===== src/rtl/id_hazard_fwd_unit.sv =====
// Decode-side operand forwarding, load-use hazard detection and ID/EX pipeline register.
// A shift-register scoreboard tracks loads that have not yet produced data on a forwarding source.
module id_hazard_fwd_unit #(
  parameter int XLEN        = 32,
  parameter int RA_W        = 5,
  parameter int NUM_FWD     = 3,
  parameter int LOAD_LAT    = 1,
  parameter int STALL_CNT_W = 16
) (
  input  logic                    clk_i,
  input  logic                    rst_i,
  input  logic                    id_valid_i,
  input  logic [RA_W-1:0]         id_rs1_i,
  input  logic [RA_W-1:0]         id_rs2_i,
  input  logic                    id_use_rs1_i,
  input  logic                    id_use_rs2_i,
  input  logic [RA_W-1:0]         id_rd_i,
  input  logic                    id_reg_write_i,
  input  logic                    id_is_load_i,
  input  logic [XLEN-1:0]         rf_rs1_data_i,
  input  logic [XLEN-1:0]         rf_rs2_data_i,
  input  logic [NUM_FWD-1:0]      fwd_valid_i,
  input  logic [NUM_FWD*RA_W-1:0] fwd_rd_i,
  input  logic [NUM_FWD*XLEN-1:0] fwd_data_i,
  input  logic                    ex_ready_i,
  input  logic                    flush_i,
  output logic                    stall_o,
  output logic                    ex_valid_o,
  output logic [XLEN-1:0]         ex_rs1_data_o,
  output logic [XLEN-1:0]         ex_rs2_data_o,
  output logic [RA_W-1:0]         ex_rd_o,
  output logic                    ex_reg_write_o,
  output logic                    ex_is_load_o,
  output logic [STALL_CNT_W-1:0]  stall_cnt_o
);

  logic [RA_W-1:0] fwd_rd_a   [NUM_FWD];
  logic [XLEN-1:0] fwd_data_a [NUM_FWD];

  for (genvar gi = 0; gi < NUM_FWD; gi++) begin : g_unpack
    assign fwd_rd_a[gi]   = fwd_rd_i[gi*RA_W +: RA_W];
    assign fwd_data_a[gi] = fwd_data_i[gi*XLEN +: XLEN];
  end

  // Descending scan so the youngest matching source (lowest index) wins.
  logic [XLEN-1:0] rs1_fwd, rs2_fwd;
  always_comb begin
    rs1_fwd = rf_rs1_data_i;
    rs2_fwd = rf_rs2_data_i;
    for (int k = NUM_FWD - 1; k >= 0; k--) begin
      if (fwd_valid_i[k] && fwd_rd_a[k] == id_rs1_i) rs1_fwd = fwd_data_a[k];
      if (fwd_valid_i[k] && fwd_rd_a[k] == id_rs2_i) rs2_fwd = fwd_data_a[k];
    end
    if (id_rs1_i == '0) rs1_fwd = '0;
    if (id_rs2_i == '0) rs2_fwd = '0;
  end

  logic [LOAD_LAT-1:0] sb_valid_q, sb_valid_d;
  logic [RA_W-1:0]     sb_rd_q [LOAD_LAT];
  logic [RA_W-1:0]     sb_rd_d [LOAD_LAT];
  logic                hit;
  logic                issue;

  always_comb begin
    hit = 1'b0;
    for (int i = 0; i < LOAD_LAT; i++) begin
      if (sb_valid_q[i] && id_use_rs1_i && id_rs1_i != '0 && sb_rd_q[i] == id_rs1_i) hit = 1'b1;
      if (sb_valid_q[i] && id_use_rs2_i && id_rs2_i != '0 && sb_rd_q[i] == id_rs2_i) hit = 1'b1;
    end
  end

  assign stall_o = id_valid_i & hit & ~flush_i;
  assign issue   = id_valid_i & ~stall_o & ex_ready_i & ~flush_i;

  // A flush kills the load leaving EX (moving into slot 1) as well as anything entering slot 0.
  always_comb begin
    sb_valid_d = sb_valid_q;
    sb_rd_d    = sb_rd_q;
    if (ex_ready_i || flush_i) begin
      for (int i = LOAD_LAT - 1; i > 0; i--) begin
        sb_valid_d[i] = sb_valid_q[i-1] & ~(flush_i && i == 1);
        sb_rd_d[i]    = sb_rd_q[i-1];
      end
      sb_valid_d[0] = issue & id_is_load_i & id_reg_write_i & (id_rd_i != '0);
      sb_rd_d[0]    = id_rd_i;
    end
  end

  always_ff @(posedge clk_i or negedge rst_i) begin
    if (!rst_i) begin
      sb_valid_q <= '0;
      for (int i = 0; i < LOAD_LAT; i++) sb_rd_q[i] <= '0;
    end else begin
      sb_valid_q <= sb_valid_d;
      sb_rd_q    <= sb_rd_d;
    end
  end

  logic                   ex_valid_q, ex_reg_write_q, ex_is_load_q;
  logic [XLEN-1:0]        ex_rs1_q, ex_rs2_q;
  logic [RA_W-1:0]        ex_rd_q;

  always_ff @(posedge clk_i or negedge rst_i) begin
    if (!rst_i) begin
      ex_valid_q     <= 1'b0;
      ex_rs1_q       <= '0;
      ex_rs2_q       <= '0;
      ex_rd_q        <= '0;
      ex_reg_write_q <= 1'b0;
      ex_is_load_q   <= 1'b0;
    end else if (flush_i) begin
      ex_valid_q     <= 1'b0;
      ex_reg_write_q <= 1'b0;
    end else if (ex_ready_i) begin
      ex_valid_q     <= issue;
      ex_rs1_q       <= rs1_fwd;
      ex_rs2_q       <= rs2_fwd;
      ex_rd_q        <= id_rd_i;
      ex_reg_write_q <= issue & id_reg_write_i;
      ex_is_load_q   <= issue & id_is_load_i;
    end
  end

  logic [STALL_CNT_W-1:0] stall_cnt_q, stall_cnt_d;

  always_comb begin
    stall_cnt_d = stall_cnt_q;
    if (stall_o && stall_cnt_q != '1) stall_cnt_d = stall_cnt_q + STALL_CNT_W'(1);
  end

  always_ff @(posedge clk_i or negedge rst_i) begin
    if (!rst_i) stall_cnt_q <= '0;
    else        stall_cnt_q <= stall_cnt_d;
  end

  assign ex_valid_o     = ex_valid_q;
  assign ex_rs1_data_o  = ex_rs1_q;
  assign ex_rs2_data_o  = ex_rs2_q;
  assign ex_rd_o        = ex_rd_q;
  assign ex_reg_write_o = ex_reg_write_q;
  assign ex_is_load_o   = ex_is_load_q;
  assign stall_cnt_o    = stall_cnt_q;

endmodule


===== config.mk =====
export PLATFORM = sky130hd
export DESIGN_NAME = id_hazard_fwd_unit
export DESIGN_NICKNAME = d
export VERILOG_FILES = /design/src/rtl/id_hazard_fwd_unit.sv
export SDC_FILE = /design/constraint.sdc
export NUM_CORES = 1
export LEC_CHECK = 0
export CAP_MARGIN = 10
export CORE_MARGIN = 3
export CORE_UTILIZATION = 37
export DETAILED_ROUTE_END_ITERATION = 12
export GPL_TIMING_DRIVEN = 0
export PLACE_DENSITY = 0.86
export SETUP_SLACK_MARGIN = 0.02
export SYNTH_ARGS = -nofsm -noshare
export SYNTH_HDL_FRONTEND = slang
export SYNTH_SLANG_ARGS = --single-unit

===== constraint.sdc =====
create_clock -name clk_i -period 2.12 [get_ports clk_i]
set_clock_uncertainty 0.15 [all_clocks]
set_input_delay 0.212 -clock clk_i [delete_from_list [all_inputs] [get_ports clk_i]]
set_output_delay 0.212 -clock clk_i [all_outputs]
set_load 0.05 [all_outputs]

Yosys cells after proc, flatten, opt, wreduce, memory -nomap -nowiden
Cells that the tools add are included.
W data, S select, Z words.
Word-level totals
  flip-flop bits (word level): 94
  input bits: 202
  output and inout port bits: 89
  logic and storage cells: 65
Cells by class
  $add $sub $neg: 1
  equal/unequal tests: 9
  muxes and demuxes: 14
  bitwise gates (word level): 11
  reduce and logical (&&, ||, !) cells: 21
Operators by type and width (count)
  $mux W32: 8
  $eq A5 B5 Y1: 8
  $add A16 B1 Y16 const B: 1
  $ne A16 B16 Y1 const B: 1
  $reduce_bool A5 Y1: 3
  $logic_and A1 B1 Y1: 13
  $logic_not A5 Y1: 2
  $and A1 B1 Y1: 9
  $mux W1: 6
  $not A1 Y1: 2
  $reduce_and A2 Y1: 1
  $reduce_bool A2 Y1: 1
  $logic_or A1 B1 Y1: 1

Longest topological paths before layout
  depth after elaboration: 14
  depth in mapped cells: 9
  mapped depth without buffers: 6

Worst setup path before layout
Ideal clock, no wire load.
  path kind: register to register
  start point: reg stall_cnt_q[0] (netlist: stall_cnt_o[0])
  end point: reg stall_cnt_q[1] (netlist: stall_cnt_o[1])
  arrival time: 2.218 ns
  data required time: 1.842 ns
  path slack: -0.375 ns
  stages on the path, launching flop included: 7
  buffers on the path: 0
  cell sequence: dfrtp_1 -> ha_1 -> nand4_1 -> or4_1 -> nand2_1 -> or2_2 -> mux2_1
Between the ends
  word-level cells in the longest chain between the ends: 2
Ends and longest elaborated chain
  start: declaration: RTL line 124  | logic [STALL_CNT_W-1:0] stall_cnt_q, stall_cnt_d;
  start signal: assignment: RTL line 133  | else stall_cnt_q <= stall_cnt_d;
  branches (longest 2 deep; another with $add A16 B1 Y16)
Several ways; the timed one is not identified.
A chain may end at the register's enable or synchronous reset.

Worst setup path in the final report
  start point: reg sb_rd_q[0] in the netlist's numbering
  end point: out stall_o
Between the ends
  word-level cells in the longest chain between the ends: 6
Ends and longest elaborated chain
  start: declaration: RTL line 59  | logic [RA_W-1:0] sb_rd_q [LOAD_LAT];
  start signal: assignment: RTL line 95  | sb_rd_q <= sb_rd_d;
  $eq A5 B5 Y1: RTL line 67  | if (sb_valid_q[i] && id_use_rs1_i && id_rs1_i != '0 && sb_rd_q[i] == id_rs1_i) hit = 1'b1;
  $logic_and A1 B1 Y1: RTL line 67
  $mux W1: RTL line 67
  $mux W1 *: RTL line 68  | if (sb_valid_q[i] && id_use_rs2_i && id_rs2_i != '0 && sb_rd_q[i] == id_rs2_i) hit = 1'b1;
  $and A1 B1 Y1 * (2 in series): RTL line 72  | assign stall_o = id_valid_i & hit & ~flush_i;
  end: declaration: RTL line 27  | output logic stall_o,
Mark *: on every way between the ends. The rest lies on a longest branch, timed or not.

==> impl_metrics.ini <==
[detailed_routing]
post_drt_wl_per_cell_microns = 23.2
vias_per_cell = 6.15
postRouteWirelength_microns = 27500
drc = 0
firstDrtPassIters = 5
vias = 7293
postRouteAntennaNets = 0
drt_iter0_markers = 642

[timing]
slew_viol_final = 0
finalSetupViolCount = 3
final_hold_viol_count = 0
period_needed_ns = 2.27
slew_headroom = 0.574
max_freq_mhz = 441
hold_ws_ns = 0.275
min_period_over_period = 1.07
setup_slack_ns = -0.148
tightest_slew_ns = 0.639
rsz0062_at_grt = yes

[global_routing]
grt_pass1_wl_microns = 40100
grt_max_degree = 50
grt-ovfl-total = 0
grt_use_total = 0.290
antenna_found_initial = 3
first_global_vias = 7056

[power]
power_density_nw_per_um2 = 601
peakVddDrop_v = 0.000378
leakagePower_nw = 4.16

[clocking]
cts_buffers = 9
htree_levels = 3
clock-root-buffer = clkbuf_16
clock_latency_ns = 0.35
cts_buffer_depth = 2
clk_pin_slew_ns = 0.07
cts_tree = done
clock-sinks = 94

[yosys]
synthFlopType = dfrtp_1
synthAdderAreaFrac = 0.00214
synth_top_family_by_area = compound AO/OA/AOI/OAI gates
yosysWarnings = 0
synth_cell_type_count = 33
synth_fp_nets = 841
synth_xor_xnor_area_share = 0.0809
synth_edf_count = 0
synth-simple-area-share = 0.160
synth_cells = 638
synth_seq_area_share = 0.402
async_flop_share = 1.00
syn_area_sq_um = 5840
synthMuxAreaShare = 0.0238
synth_compound_area_frac = 0.280
avgSynthCellArea_sq_um = 9.16
synth-seq-cells = 94

[layout]
fin_nets = 1169
mostFrequentLayoutCell = clkdlybuf4s50_1
seq_area_sq_um = 2360
fill_cells = 1202
layout.cells.non_filler = 1186
fin_area_sq_um = 10100
final_cell_mix = clkdlybuf4s50_1 (269), nand2_1 (140), dfrtp_1 (84)
area_growth_pct = 72.9
multi_input_area_sq_um = 3540
drive_gt1_frac = 0.191
finish.utilization = 0.660

[worst_setup_path]
crit_family = buffers and inverters
r2r-start = stall_cnt_o[0]
critical_path.endpoint_type = primary output
crit_type = register to primary output
crit_fanout = 3
cp_cell_sequence = buf_4 -> xnor2_1 -> nand4_1 -> nor3_1 -> a31oi_1 -> buf_4 -> buf_8 -> nor2_4 -> buf_8
regToRegSetupSlack_ns = -0.04
crit_start = sb_rd_q[0]
cp_num_buf_inv = 4
cp_slowest_stage_delay_ns = 0.43
cp_data_arrival_time_ns = 1.91
slowest_stage = dfrtp_1
critPathLaunchType = register
crit_required_ns = 1.76

[floorplan]
die_w_microns = 132
rows = 45
top_level_ports = 291
fp.dieArea_sq_um = 17300
core_sq_um = 15300
dieHeight_microns = 132
initial_utilization = 0.382

[place]
place_inst = 1130
place_area_sq_um = 8970
hpwl_microns = 19100
port_buffers = 280
gp_congestion = 0.922
post-place-ws_ns = -1.01

[flow_run]
max_cap_viol_count = 0

[status]
violations = setup timing
status = finished, violations left

[min_path]
min_path_type = input port to asynchronous set/reset pin
## registers in the layout, summed over array words and instances (netlist names)
| name | count |
|---|---|
| ex_rs1_data_o | 32 |
| ex_valid_o | 1 |
| sb_valid_q | 1 |
| ex_rs2_data_o | 32 |
| ex_reg_write_o | 1 |
| ex_is_load_o | 1 |
| sb_rd_q | 5 |
| ex_rd_o | 5 |
| stall_cnt_o | 16 |
## cell families (layout without fill, tap and decap cells)
family	Yosys count	after routing
xor+xnor	54	54
mux	12	12
other cells	0	4
flops	94	94
compound gates	199	199
fa+ha+maj	1	1
buf+inv	65	398
simple gates	213	213
## what timing repair did
item / CTS / global route
setup buffers: 15 / 19
hold endpoints to repair: 45 / 0
resized for setup: 82 / 92
gates cloned: 1 / 2
pin swaps: 16 / 24
setup endpoints to repair: 72 / 82
hold buffers: 1 / 0
## layout make-up
cell class,instances,share of cell area
Clock buffer,10,0.0227
Tap cell,211,0.0261
Inverter,1,0.000371
Buffer,63,0.0447
Timing Repair Buffer,318,0.315
Clock inverter,6,0.00631
Multi-Input combinational cell,479,0.350
Sequential cell,94,0.234
Antenna cell,4,0.000990
## metal layers
metal	global-route usage	wire length, microns
met1	0.373	10600
met4	0.117	943
met2	0.475	13300
met5	0	0
met3	0.0651	2740
## worst paths after layout
path                                     end  cells past startpoint
max in group asynchronous   ex_rs2_data_o[5]                      3
max reg2reg                  stall_cnt_o[12]                      6
min in group clk_i           stall_cnt_o[15]                      1
max                                  stall_o                      9
min                        ex_rs1_data_o[11]                      2
min reg2reg                  stall_cnt_o[15]                      1
## stage by stage
stage                     TNS [ns]  power, W
after floorplan            -0.0929   0.00331
after global placement     -327.52   0.00434
after detailed placement    -57.26   0.00437
after CTS                   -0.214   0.00603
after global routing         -1.09   0.00626
final                       -0.206   0.00608
## power breakdown
group | internal, W | switching (W) | leakage (nW)
sequential | 0.00200 | 0.000148 | 1.17
clock | 0.000913 | 0.000725 | 0.138
combinational | 0.000976 | 0.00132 | 2.85
total | 0.00389 | 0.00219 | 4.16
## synth_stat cells (4+ instances only)
cell	n	area, sq um
a21oi_1	4	20.0
a221o_1	64	641
a31oi_1	65	407
and3_1	4	25.0
buf_2	26	130
clkbuf_1	35	131
dfrtp_1	94	2350
mux2_2	10	113
nand2_1	141	529
nand2b_1	4	25.0
nand3_1	14	70.1
nand4_1	7	43.8
nor2_1	12	45.0
nor3_1	12	60.1
nor4_1	9	56.3
o221ai_1	64	561
xnor2_1	13	114
xor2_1	41	359
No activity file was read; power rests on OpenSTA's default activity.
